<file path="src/rtl/fft_neg_arbiter.sv">
// Round-robin arbiter sharing one two's-complement negation unit between NUM_REQ requesters.
// Optional FFT_NEG_SAT_EN: negating the most-negative operand saturates to the maximum positive value.
//
// state | meaning
// EMPTY | result register holds no valid data
// FULL  | result register holds a result waiting for out_ready_i
module fft_neg_arbiter #(
  parameter int DATA_WIDTH = 32,
  parameter int NUM_REQ    = 4,
  parameter int ID_WIDTH   = $clog2(NUM_REQ)
) (
  input  logic                          clk_i,
  input  logic                          rst_i,
  input  logic [NUM_REQ-1:0]            req_valid_i,
  output logic [NUM_REQ-1:0]            req_ready_o,
  input  logic [NUM_REQ*DATA_WIDTH-1:0] req_data_i,
  input  logic [NUM_REQ-1:0]            req_neg_i,
  output logic                          out_valid_o,
  input  logic                          out_ready_i,
  output logic [DATA_WIDTH-1:0]         out_data_o,
  output logic [ID_WIDTH-1:0]           out_id_o,
  output logic                          out_ovf_o
);

  typedef enum logic {
    EMPTY = 1'b0,
    FULL  = 1'b1
  } state_t;

  localparam logic [DATA_WIDTH-1:0] MOST_NEG = {1'b1, {(DATA_WIDTH-1){1'b0}}};
`ifdef FFT_NEG_SAT_EN
  localparam logic [DATA_WIDTH-1:0] MAX_POS = {1'b0, {(DATA_WIDTH-1){1'b1}}};
`endif

  state_t                state, state_next;
  logic [ID_WIDTH-1:0]   ptr, ptr_next, grant_idx;
  logic                  found, can_accept, transfer;
  logic [DATA_WIDTH-1:0] ops [NUM_REQ];
  logic [DATA_WIDTH-1:0] op_sel, neg_val, result;
  logic                  neg_sel, ovf_next;

  for (genvar k = 0; k < NUM_REQ; k++) begin : g_unpack
    assign ops[k] = req_data_i[k*DATA_WIDTH +: DATA_WIDTH];
  end

  // First valid requester at or after the pointer, wrapping modulo NUM_REQ.
  always_comb begin : search
    logic [ID_WIDTH-1:0] cand;
    found     = 1'b0;
    grant_idx = '0;
    cand      = '0;
    for (int i = 0; i < NUM_REQ; i++) begin
      cand = ID_WIDTH'((int'(ptr) + i) % NUM_REQ);
      if (!found && req_valid_i[cand]) begin
        found     = 1'b1;
        grant_idx = cand;
      end
    end
  end

  assign can_accept  = (state == EMPTY) || out_ready_i;
  assign transfer    = found && can_accept && !rst_i;
  assign out_valid_o = (state == FULL);

  always_comb begin
    req_ready_o = '0;
    if (transfer) req_ready_o[grant_idx] = 1'b1;
  end

  always_comb begin
    op_sel   = ops[grant_idx];
    neg_sel  = req_neg_i[grant_idx];
    neg_val  = ~op_sel + {{(DATA_WIDTH-1){1'b0}}, 1'b1};
    ovf_next = neg_sel && (op_sel == MOST_NEG);
`ifdef FFT_NEG_SAT_EN
    result   = ovf_next ? MAX_POS : (neg_sel ? neg_val : op_sel);
`else
    result   = neg_sel ? neg_val : op_sel;
`endif
  end

  always_comb begin
    ptr_next = (grant_idx == ID_WIDTH'(NUM_REQ-1)) ? '0 : grant_idx + 1'b1;
  end

  always_comb begin
    state_next = state;
    case (state)
      EMPTY:   if (transfer) state_next = FULL;
      FULL:    if (out_ready_i && !transfer) state_next = EMPTY;
      default: state_next = EMPTY;
    endcase
  end

  always_ff @(posedge clk_i or posedge rst_i) begin
    if (rst_i) begin
      state      <= EMPTY;
      ptr        <= '0;
      out_data_o <= '0;
      out_id_o   <= '0;
      out_ovf_o  <= 1'b0;
    end else begin
      state <= state_next;
      if (transfer) begin
        out_data_o <= result;
        out_id_o   <= grant_idx;
        out_ovf_o  <= ovf_next;
        ptr        <= ptr_next;
      end
    end
  end

endmodule
</file>
<file path="config.mk">
export PLATFORM = sky130hd
export DESIGN_NAME = fft_neg_arbiter
export DESIGN_NICKNAME = d
export VERILOG_FILES = /design/src/rtl/fft_neg_arbiter.sv
export SDC_FILE = /design/constraint.sdc
export NUM_CORES = 1
export LEC_CHECK = 0
export CORE_UTILIZATION = 41
export CTS_CLUSTER_SIZE = 10
export DETAILED_ROUTE_END_ITERATION = 8
export GPL_ROUTABILITY_DRIVEN = 0
export PLACE_DENSITY_LB_ADDON = 0.3
export SYNTH_ARGS = -nofsm -noshare
export SYNTH_HDL_FRONTEND = slang
export SYNTH_SLANG_ARGS = --single-unit
</file>
<file path="constraint.sdc">
create_clock -name clk_i -period 4.1 [get_ports clk_i]
set_clock_uncertainty 0.15 [all_clocks]
set_input_delay 0.82 -clock clk_i [delete_from_list [all_inputs] [get_ports clk_i]]
set_output_delay 0.82 -clock clk_i [all_outputs]
set_load 0.02 [all_outputs]
</file>
== Word-level counts from Yosys, hierarchy flattened ==
Index checks and enable logic that the tools add are counted.

* Flip-flop bits (word level): 38
* Bits in latches: 0
* Bits in writable memories: 0
* ROM bits: 0
* Bits of input ports: 139
* Output and inout bits: 40
* Logic and storage cells: 65
* Memories kept: 0

* Add/subtract/negate cells: 5
* Multipliers: 0
* Divide/modulo/power cells: 0
* Magnitude comparators: 7
* Equality and inequality tests: 2
* Shifts and indexed selects: 0
* Muxes and demuxes: 29
* Bitwise logic cells: 3
* Reductions and logical operators: 14

{| class="wikitable"
|+ Operators by type and width
! operator !! number
|-
| two-way mux 32 bit || 3
|-
| binary-select mux 32 bit (select 2 bit) || 1
|-
| adder 32 x 1 -> 32 bit (second input constant) || 1
|-
| == test 32 bit (second input constant) || 1
|-
| inverter 32 bit || 1
|-
| < comparator 2 x 3 -> 1 bit (second input constant) || 5
|-
| two-way mux 1 bit || 12
|-
| binary-select mux 1 bit (select 2 bit) || 5
|-
| two-way mux 2 bit || 5
|-
| logical AND 1 bit || 8
|-
| logical NOT 1 bit || 5
|-
| adder 2 x 1 -> 2 bit (second input constant) || 2
|-
| adder 2 bit (second input constant) || 2
|-
| two-way mux 4 bit || 1
|-
| >= comparator 3 bit (second input constant) || 1
|-
| inverter 2 -> 3 bit || 1
|-
| demux 1 bit (select 2 bit) || 1
|-
| == test 2 bit (second input constant) || 1
|-
| >= comparator 2 x 1 -> 1 bit (second input constant) || 1
|-
| case mux 1 bit (2 select lines) || 1
|-
| logical OR 1 bit || 1
|-
| inverter 1 bit || 1
|}

== Logic depth before layout (Yosys ltp) ==
Gate-level depths: netlist (run 1).

* Depth after elaboration: 19
* Mapped depth: 16
* Depth with buffers taken out: 14

== Worst setup path after synthesis (run 1) ==
OpenSTA, ideal clock, no wires.

* Kind: input-to-reg
* From: in req_valid_i[1]
* To: reg out_data_o[26]
* Library setup time: 132 ps
* Arrival: 3,416 ps
* Data required time: 3,818 ps
* Slack: 402 ps
* Stages: 16
* Path buffers: 2
* Cells stage by stage: or3b_1 > o21ai_2 > nor2_8 > inv_4 > buf_4 > mux2i_1 > mux2i_1 > inv_1 > ha_1 > inv_1 > nor3_2 > nand3_2 > buf_6 > o41ai_2 > xor2_1 > o21ai_1

* Longest elaborated chain between the ends: 19
* Elaborated cells between the ends (all ways): 33
* Those cells by class: add/sub (1); mux (22); bitwise (2); reduce/logical (8)

{| class="wikitable"
|+ Ends and longest elaborated chain
! element !! RTL line !! RTL
|-
| start, declared || 14 || <nowiki>input logic [NUM_REQ-1:0] req_valid_i,</nowiki>
|-
| binary-select mux 1 bit (select 2 bit) || 54 || <nowiki>if (!found && req_valid_i[cand]) begin</nowiki>
|-
| two-way mux 1 bit (not written as such) || 54 ||
|-
| two-way mux 1 bit || 54 ||
|-
| logical NOT 1 bit || 54 ||
|-
| logical AND 1 bit || 54 ||
|-
| two-way mux 1 bit || 54 ||
|-
| logical NOT 1 bit || 54 ||
|-
| logical AND 1 bit || 54 ||
|-
| [3 not listed] || - ||
|-
| two-way mux 2 bit * || 54 ||
|-
| net grant_idx[0] || 36 || <nowiki>logic [ID_WIDTH-1:0] ptr, ptr_next, grant_idx;</nowiki>
|-
| inverter 2 -> 3 bit (not written as such) || 71 || <nowiki>op_sel = ops[grant_idx];</nowiki>
|-
| binary-select mux 32 bit (select 2 bit) || 71 ||
|-
| two-way mux 32 bit (not written as such) (2 in series) || 71 ||
|-
| inverter 32 bit || 73 || <nowiki>neg_val = ~op_sel + {{(DATA_WIDTH-1){1'b0}}, 1'b1};</nowiki>
|-
| adder 32 x 1 -> 32 bit || 73 ||
|-
| two-way mux 32 bit * || 78 || <nowiki>result = neg_sel ? neg_val : op_sel;</nowiki>
|-
| end signal, assigned || 105 || <nowiki>out_data_o <= result;</nowiki>
|-
| end, declared || 20 || <nowiki>output logic [DATA_WIDTH-1:0] out_data_o,</nowiki>
|}

Mark *: on every way through the listed nets, which the timed path passes. The rest lies on a longest branch. The select of a mux whose other input is x is not followed.
A chain may end at the register's enable or synchronous reset.

== Worst setup path after layout (run 1) ==
* From: in req_valid_i[1]
* To: out req_ready_o[0]

* Longest elaborated chain between the ends: 17
* Elaborated cells between the ends (all ways): 30
* Those cells by class: order compare (2); mux (19); reduce/logical (9)

{| class="wikitable"
|+ Ends and longest elaborated chain
! element !! RTL line !! RTL
|-
| binary-select mux 1 bit (select 2 bit) || 54 ||
|-
| two-way mux 1 bit (not written as such) || 54 ||
|-
| two-way mux 1 bit || 54 ||
|-
| logical NOT 1 bit || 54 ||
|-
| logical AND 1 bit || 54 ||
|-
| two-way mux 1 bit || 54 ||
|-
| logical NOT 1 bit || 54 ||
|-
| logical AND 1 bit || 54 ||
|-
| [2 not listed] || - ||
|-
| logical AND 1 bit || 54 ||
|-
| two-way mux 2 bit * || 54 ||
|-
| net grant_idx[0] || 36 ||
|-
| < comparator 2 x 3 -> 1 bit (not written as such) or >= comparator 2 x 1 -> 1 bit (tied branches) || 67 || <nowiki>if (transfer) req_ready_o[grant_idx] = 1'b1;</nowiki>
|-
| logical AND 1 bit (not written as such) || 67 ||
|-
| two-way mux 1 bit (not written as such) || 67 ||
|-
| demux 1 bit (select 2 bit) * || 67 ||
|-
| two-way mux 4 bit * || 67 ||
|-
| end, declared || 15 || <nowiki>output logic [NUM_REQ-1:0] req_ready_o,</nowiki>
|}

Marks and branches as above.

==> results of run 1 <==
registers in the layout (all words and copies together), names as in the netlist:
register,count
out_data_o,32
out_id_o,2
out_ovf_o,1
out_valid_o,1
ptr,2
synthesized netlist by cell type (2+ instances only):
cell type and n:
sky130_fd_sc_hd__mux2i_1 83, sky130_fd_sc_hd__nand2_1 55, sky130_fd_sc_hd__dfrtp_1 38, sky130_fd_sc_hd__o21ai_0 26, sky130_fd_sc_hd__xor2_1 20, sky130_fd_sc_hd__o21ai_1 16, sky130_fd_sc_hd__nor2_1 11, sky130_fd_sc_hd__inv_1 10
sky130_fd_sc_hd__xnor2_1 9, sky130_fd_sc_hd__clkbuf_1 8, sky130_fd_sc_hd__a31oi_1 7, sky130_fd_sc_hd__and2_1 6, sky130_fd_sc_hd__buf_2 6, sky130_fd_sc_hd__buf_6 6, sky130_fd_sc_hd__o41ai_2 6, sky130_fd_sc_hd__a21oi_1 5
sky130_fd_sc_hd__ha_1 5, sky130_fd_sc_hd__o31ai_1 4, sky130_fd_sc_hd__a211oi_1 3, sky130_fd_sc_hd__a41oi_1 3, sky130_fd_sc_hd__mux2_2 3, sky130_fd_sc_hd__mux2i_2 3, sky130_fd_sc_hd__nand2b_1 3, sky130_fd_sc_hd__nand3_2 3
sky130_fd_sc_hd__o31ai_2 3, sky130_fd_sc_hd__and3_1 2, sky130_fd_sc_hd__buf_4 2, sky130_fd_sc_hd__nand4_1 2, sky130_fd_sc_hd__nor3_1 2, sky130_fd_sc_hd__nor3_2 2, sky130_fd_sc_hd__nor4_4 2, sky130_fd_sc_hd__or3_1 2
sky130_fd_sc_hd__or3b_1 2
metal layers:
layer,GRT usage,vias to the layer above,part of all wire,routed length (um)
met2,0.436,129,0.52,5410
met4,0.0782,0,0.020,208
li1,-,1753,-,-
met3,0.0445,16,0.061,634
met1,0.264,1690,0.40,4120
met5,0,-,0,0
final cells by class:
| class | instances | area [um^2] | share of cell area |
|---|---|---|---|
| Multi-Input combinational cell | 302 | 2360 | 0.413 |
| Clock inverter | 1 | 5.00 | 0.000876 |
| Clock buffer | 7 | 86.3 | 0.0151 |
| Inverter | 11 | 43.8 | 0.00766 |
| Sequential cell | 38 | 951 | 0.166 |
| Tap cell | 105 | 131 | 0.0230 |
| Timing Repair Buffer | 220 | 2130 | 0.374 |
how the worst max path moves through the flow:
| stage | startpoint | end | slack, ps | depth (start not counted) |
|---|---|---|---|---|
| 2_1_floorplan | req_valid_i[1] | out_data_o[26] | 400 | 16 |
| 3_3_place_gp | req_valid_i[2] | out_data_o[31] | -10 | 14 |
| 3_5_place_dp | req_valid_i[1] | out_data_o[31] | -70 | 14 |
| 4_1_cts | req_valid_i[1] | req_ready_o[0] | 70 | 9 |
| 5_1_grt | req_valid_i[1] | req_ready_o[0] | 2 | 9 |
| 6_report | req_valid_i[1] | req_ready_o[0] | 70 | 9 |
metrics by stage:
step                area (um^2)  hold WS [ps]  TNS [ps]  total power, mW
detailed placement         5620           319      -308             2.79
CTS                        5710           343         0             3.07
global route               5710           359         0             3.26
finish                     5710           338         0             3.04
global placement           5620           313     -10.7             2.74
floorplan                  3490           400         0             1.92
kinds of logic (layout without fill, tap and decap cells):
group	Yosys count	count (layout)
flops	38	38
compound gates	78	78
simple gates	101	101
fa+ha+maj	5	5
mux	89	89
xor+xnor	29	29
buf+inv	34	239
power breakdown:
part / internal [mW] / leakage, nW / switching [mW]
sequential: 0.543 / 0.464 / 0.0954
combinational: 1.04 / 1.97 / 1.08
clock: 0.136 / 0.0482 / 0.141
total: 1.72 / 2.48 / 1.32
worst reg2reg max path, stage by stage (launching register included):
cell,delay [ps]
sky130_fd_sc_hd__dfrtp_1,460
sky130_fd_sc_hd__or3b_1,390
sky130_fd_sc_hd__o21ai_2,130
sky130_fd_sc_hd__nor2_8,70
sky130_fd_sc_hd__inv_4,140
sky130_fd_sc_hd__mux2i_1,220
sky130_fd_sc_hd__mux2i_1,120
sky130_fd_sc_hd__inv_1,90
sky130_fd_sc_hd__ha_1,170
sky130_fd_sc_hd__inv_1,50
sky130_fd_sc_hd__nor3_2,230
sky130_fd_sc_hd__nand3_2,290
sky130_fd_sc_hd__o41ai_2,490
sky130_fd_sc_hd__xor2_1,170
sky130_fd_sc_hd__o21ai_1,70
==> impl_summary.md, run 1 <==
Power and ir drop
The total leakage power is about 2.5 nW. The worst ir drop on vdd is roughly 0.21 mV. The power per standard cell area is between 500 and 600 mW/mm^2.

Setup path
The critical path in this run is classified as in2out. The worst setup path is launched from an input pin. The register-to-register setup slack is 740 ps. The cell with the biggest individual delay on the critical path is sky130_fd_sc_hd__clkdlybuf4s50_1. In this design, the largest share of critical-path delay is due to buffers and inverters.

The startpoint identified for the worst register-to-register timing path is ptr[1]. The arrival time reported for the critical path endpoint is 3060 ps. Of all nets on the critical path, the largest fanout is 8. For this run, the slowest stage of the critical path takes roughly 610 ps. The signal on the critical path passes through clkdlybuf4s50_1, or3b_1, o21ai_2, nor2_8, inv_4, buf_4, ha_1, and2_1, clkdlybuf4s50_1. The nature of the critical path endpoint is an output port. The capture point of the worst reg-to-reg path is out_data_o[24]. The number of cells on the worst reg-to-reg path is 14.

The most prevalent standard cell on the critical path is sky130_fd_sc_hd__clkdlybuf4s50_1. The combined buffer and inverter count along the critical path is 4. The required time of the critical path is approximately 3100 ps.

CTS
The clock passes through at most 2 buffers. In this run the number of H-tree levels came out at 2. The latest clock arrival within the worst-skew pair is between 200 and 300 ps. The count of instances resized after the clock tree is built is 0. The number of clock sinks seen by CTS is 38. The hold buffer count at cts is 0. Counting the buffers created by CTS gives 5.

The number of setup buffers added after CTS is 0. The buffer cell driving the clock tree root is sky130_fd_sc_hd__clkbuf_8. The clock transition time at the flip-flop clock pins of the worst setup and hold paths is about 90 ps. The TritonCTS clock tree is done.

Die
In this run the core area contains 33 standard-cell rows. The area of the die is about 0.0089 mm^2. The initial utilization of the core area, before any placement, comes to 0.424. In this run the count of I/O pins placed on the die edge is between 150 and 200. The die is ~94 um tall. The floorplan step set the die width to 94.2 um. In this run the standard cell core region covers around 0.0082 mm^2.

Global route
The number of antenna violations at the first check in global routing came to 0. The total routing usage reported by global routing is 0.234. The global-route congestion overflow total is 0.

The first global-routing pass estimated about 16000 um of wire. The via count of the first global-routing pass was 3504. The maximum number of pins on one net before global-route repair is 49.

Min path
The startpoint identified for the worst hold timing path is out_id_o[0]. The min-delay analysis places its worst path in the category reg2reg. The number of cells traversed by the worst hold path is 1. The end point of the most critical hold path is out_id_o[0].

Route
The number of vias per cell is ~5.2. After the first detailed-routing iteration, the DRC count stood at 80. The iteration count of the initial detailed-routing pass is 4.

Once detail routing completed, the nets flagged for antenna violations numbered 0. After detailed routing, the average wire length per cell comes to ~15 um. The via count is between 3000 and 4000. The final layout contains routed wiring with a total length of slightly above 10000 um. The detailed-route DRC error count is 0.

STA
The final cycle utilization of the critical path is 0.982. The number of failing setup endpoints in the final timing report is 0. Based on the critical path, the design can be clocked at up to about 250 MHz. The final hold violation count is 0. The slew at the pin with the worst max-slew slack is roughly 520 ps.

The max-slew violation count was 0. Headroom to the max-slew limit came out at 0.652. The worst path needs 4030 ps of the cycle, external delays included. Setup slack on the critical path of the routed design comes to 73.2 ps.

Setup repair after global routing left no endpoint under its margin.

Synth
The mux share of post-synthesis cell area is 0.260. Of the total synthesized cell area, the portion taken by XOR and XNOR cells is 0.0728. The count of flip-flops with a built-in enable after synthesis is 0. The netlist area before placement is 0.00349 mm^2. The register area share after synthesis is 0.273. After synthesis, the netlist uses just under 50 different library cells. After synthesis, the share of flip-flops with an asynchronous set or reset is 1.00. The combinational family with the most area after synthesis is multiplexers. During synthesis, Yosys emitted a total of 0 warnings.

For this run, the leading register cell type out of synthesis is sky130_fd_sc_hd__dfrtp_1. The biggest area contributor in the post-synthesis netlist is sky130_fd_sc_hd__dfrtp_1. The synthesized-area fraction occupied by ao, oa, aoi and oai cells is 0.154.

The total of flip-flops plus latches after synthesis is 38. The count of mapped cells out of synthesis is 374. The per-instance average area after synthesis is 9.32 um^2.

The area share of fa/ha/maj cells after synthesis is 0.0179. Of the total synthesized cell area, the portion taken by AND, OR, NAND and NOR gates is 0.169. The share of synthesized area in the top cell type comes to 0.273. When the netlist entered floorplanning its net count stood at around 520.

Yosys attributes the largest share of cell area to sky130_fd_sc_hd__dfrtp_1 27%, sky130_fd_sc_hd__mux2i_1 24%, sky130_fd_sc_hd__nand2_1 5.9%.

Placement
Timing analysis after detailed placement gives a worst setup slack of -72.8 ps. After detailed placement, the design holds a cell count of around 680. The wire-length estimate of the detail-placed layout is approximately 8500 um. The count of buffers added on input and output ports is between 150 and 200.

Layout
The layout overhead on the synthesized area is 63.9%. The count of cells in the finished layout, fillers not included, comes to just under 700. The library cells used most frequently in the layout, excluding fill and tap cells, are 178 x sky130_fd_sc_hd__clkdlybuf4s50_1, 82 x sky130_fd_sc_hd__mux2i_1, 55 x sky130_fd_sc_hd__nand2_1. The total inserted antenna cells is 0. The final-stage net count is just over 700.

The share of layout cells above drive strength 1 is 0.142. The number of inserted filler cells in the final layout is 670. The library cell used most frequently in the layout, excluding fill and tap cells, is sky130_fd_sc_hd__clkdlybuf4s50_1. Measured on the finished design, the core utilization comes to 0.695.

Run status
The flow ran to the end, and the final reports show no timing, DRC or antenna violations.

Run
Max-cap violations in this run came to 0.
(Power assumes the default switching activity.)
==> run 2, diff against run 1 <==
- REMOVE_ABC_BUFFERS: not set -> 1
==> impl_summary.md, run 2 (synthesized netlist as in run 1, its figures left out) <==
Power and ir drop
The total internal power is 1.75 mW (was 1.72 mW). The proportion of power drawn by flip-flops and latches was 0.209 (was 0.210). The net switching component of the power was 1.31 mW (was 1.32 mW). The power per standard cell area is 528 mW/mm^2 (was 532 mW/mm^2).

The total leakage power is 2.54 nW (was 2.48 nW). The switching part of the total was 0.429 (was 0.433). The worst ir drop on vdd is 0.225 mV (was 0.208 mV). The combinational cell fraction of total power is 0.706 (was 0.699). The clock network fraction of total power is 0.085 (was 0.091).

Route
The detailed-route wire length per cell is 14.6 um (was 15.2 um). The number of vias per cell is 5.18 (was 5.25). The sum of routed wire length over all layers is 10100 um (was 10400 um). The violation count after the first detailed-route iteration is 122 (was 80). The detailed-route DRC error count is 0 (unchanged). The count of antenna-violating nets left after detailed routing is 0 (unchanged). The iteration count of the initial detailed-routing pass is 4 (unchanged). The via count is 3572 (was 3588).

CTS
The hold buffer count at cts was 0 (unchanged). The clock transition time at the flip-flop clock pins of the worst setup and hold paths was 70 ps (was 90 ps). The TritonCTS clock tree was done (unchanged). The H-tree depth was 2 (unchanged). The number of buffers added by the clock tree synthesis step is 5 (unchanged). The latest clock arrival within the worst-skew pair is 290 ps (was 280 ps). The maximum buffer depth of the clock tree is 2 (unchanged). The number of clock sinks seen by CTS is 38 (unchanged). The buffer cell driving the clock tree root is sky130_fd_sc_hd__clkbuf_8 (unchanged).

Layout
The register containing the most flip-flops in the final layout is out_data_o (unchanged). Registers with the highest flip-flop counts: out_data_o: 32 flops, out_id_o: 2 flops, ptr: 2 flops (unchanged). The flip-flop count of the largest register after layout is 32 (unchanged). The share of layout cells above drive strength 1 is 0.154 (was 0.142). The most common cell after layout, fill and taps aside is sky130_fd_sc_hd__clkdlybuf4s50_1 (unchanged).

The final-stage net count is 729 (was 722). The total inserted antenna cells is 0 (unchanged). The layout overhead on the synthesized area is 66.2% (was 63.9%). The share of the core filled with cells in the final layout was 0.705 (was 0.695). Most used cells in the layout excluding fill and tap cells: 176 x sky130_fd_sc_hd__clkdlybuf4s50_1, 81 x sky130_fd_sc_hd__mux2i_1, 55 x sky130_fd_sc_hd__nand2_1 (was 178 x sky130_fd_sc_hd__clkdlybuf4s50_1, 82 x sky130_fd_sc_hd__mux2i_1, 55 x sky130_fd_sc_hd__nand2_1).

Die
The placeable core area was 0.00822 mm^2 (unchanged). The number of core rows was 33 (unchanged). The initial core utilization is 0.424 (unchanged). The die boundary width was 94.2 um (unchanged). The area of the die came to 0.00888 mm^2 (unchanged).

The vertical extent of the die came to 94.2 um (unchanged). The top-level port count came to 179 (unchanged).

STA
The number of failing setup endpoints in the final timing report is 0 (unchanged). The final hold violation count is 0 (unchanged). The slew at the pin with the worst max-slew slack came to 851 ps (was 521 ps).

The headroom to the max-slew limit is 0.420 (was 0.652). The final setup TNS is 0 ps (unchanged). The max-slew violation count is 0 (unchanged). Unrepaired setup endpoints after global routing: no (unchanged). The final cycle utilization of the critical path is 0.970 (was 0.982). The highest achievable clock rate is 251 MHz (was 248 MHz). The shortest period the worst path allows is 3980 ps (was 4030 ps).

Global route
The number of antenna violations at the first check in global routing was 0 (unchanged). The via count of the first global-routing pass is 3481 (was 3504). The global-route congestion overflow total is 0 (unchanged). The first-pass GRT wire length is 15800 um (was 16200 um). The maximum number of pins on one net before global-route repair is 39 (was 49).

The total routing usage reported by global routing came to 0.227 (was 0.234).

Min path
The class of the worst hold path is reg2reg (unchanged). The number of cells traversed by the worst hold path is 1 (unchanged).

Placement
The detailed placer's ending HPWL was 8150 um (was 8490 um). The number of I/O port buffers is 178 (unchanged).

Setup path
The nature of the critical path endpoint was an output port (unchanged). The arrival time reported for the critical path endpoint is 3010 ps (was 3060 ps). The required time of the critical path is 3130 ps (about the same).

The kind of critical path is in2out (unchanged). The type of element launching the critical path is an input pin (unchanged). The cell count of the worst reg-to-reg path is 13 (was 14). The largest fanout of any net on the critical path came to 8 (unchanged).

Run status
Status: complete, no violations (unchanged).

Run
The max-capacitance violation count is 0 (unchanged).
run 2: per-layer routing:
| layer | global-route usage | part of all wire | vias to the layer above |
|---|---|---|---|
| li1 | - | - | 1760 |
| met1 | 0.243 | 0.39 | 1684 |
| met2 | 0.440 | 0.53 | 112 |
| met3 | 0.0388 | 0.052 | 16 |
| met4 | 0.0769 | 0.022 | 0 |
| met5 | 0 | 0 | - |
run 2: cell type report:
cell class	count	area (um^2)
fill	659	2420
multi-input combinational	302	2390
timing repair buffer	227	2200
sequential	38	951
tap	105	131
clock buffer	6	82.6
inverter	11	43.8
run 2: worst paths after layout:
kind                                 from             end  slack, ps
max                        req_valid_i[0]  req_ready_o[1]        120
min                           out_id_o[0]     out_id_o[0]        330
max reg2reg                        ptr[1]  out_data_o[29]        670
min reg2reg                   out_id_o[0]     out_id_o[0]        330
max in group asynchronous           rst_i  out_data_o[23]       2580
min in group asynchronous           rst_i  out_data_o[16]        870
run 2: what timing repair did:
action                                  CTS  global route
endpoints found under the setup margin    2             6
setup buffers                             0             1
pin swaps                                 0             2
resized for setup                         3             3
run 2: power by group through the flow:
stage	Combinational (mW)	Sequential, mW	Clock (mW)
after CTS	2.16	0.638	0.267
final	2.16	0.639	0.260
after detailed placement	2.16	0.645	0
after floorplan	1.03	0.842	0
after global placement	2.10	0.639	0
after global routing	2.32	0.666	0.279
run 2: stage by stage:
| step | total power, mW | cells | worst slack [ps] | area (um^2) | hold WS [ps] |
|---|---|---|---|---|---|
| after floorplan | 1.87 | 351 | -392 | 3340 | 400 |
| after global placement | 2.74 | 682 | -30.0 | 5680 | 312 |
| after detailed placement | 2.80 | 682 | -208 | 5680 | 320 |
| after CTS | 3.07 | 688 | 82.9 | 5760 | 336 |
| after global routing | 3.27 | 689 | 0.466 | 5790 | 351 |
| final | 3.06 | 689 | 122 | 5790 | 330 |
run 2: critical path: stages:
cell	delay [ps]
sky130_fd_sc_hd__clkdlybuf4s50_1	560
sky130_fd_sc_hd__a21oi_1	80
sky130_fd_sc_hd__o21ai_0	260
sky130_fd_sc_hd__o2bb2a_4	250
sky130_fd_sc_hd__inv_1	160
sky130_fd_sc_hd__ha_1	160
sky130_fd_sc_hd__and2_1	110
sky130_fd_sc_hd__clkdlybuf4s50_1	600
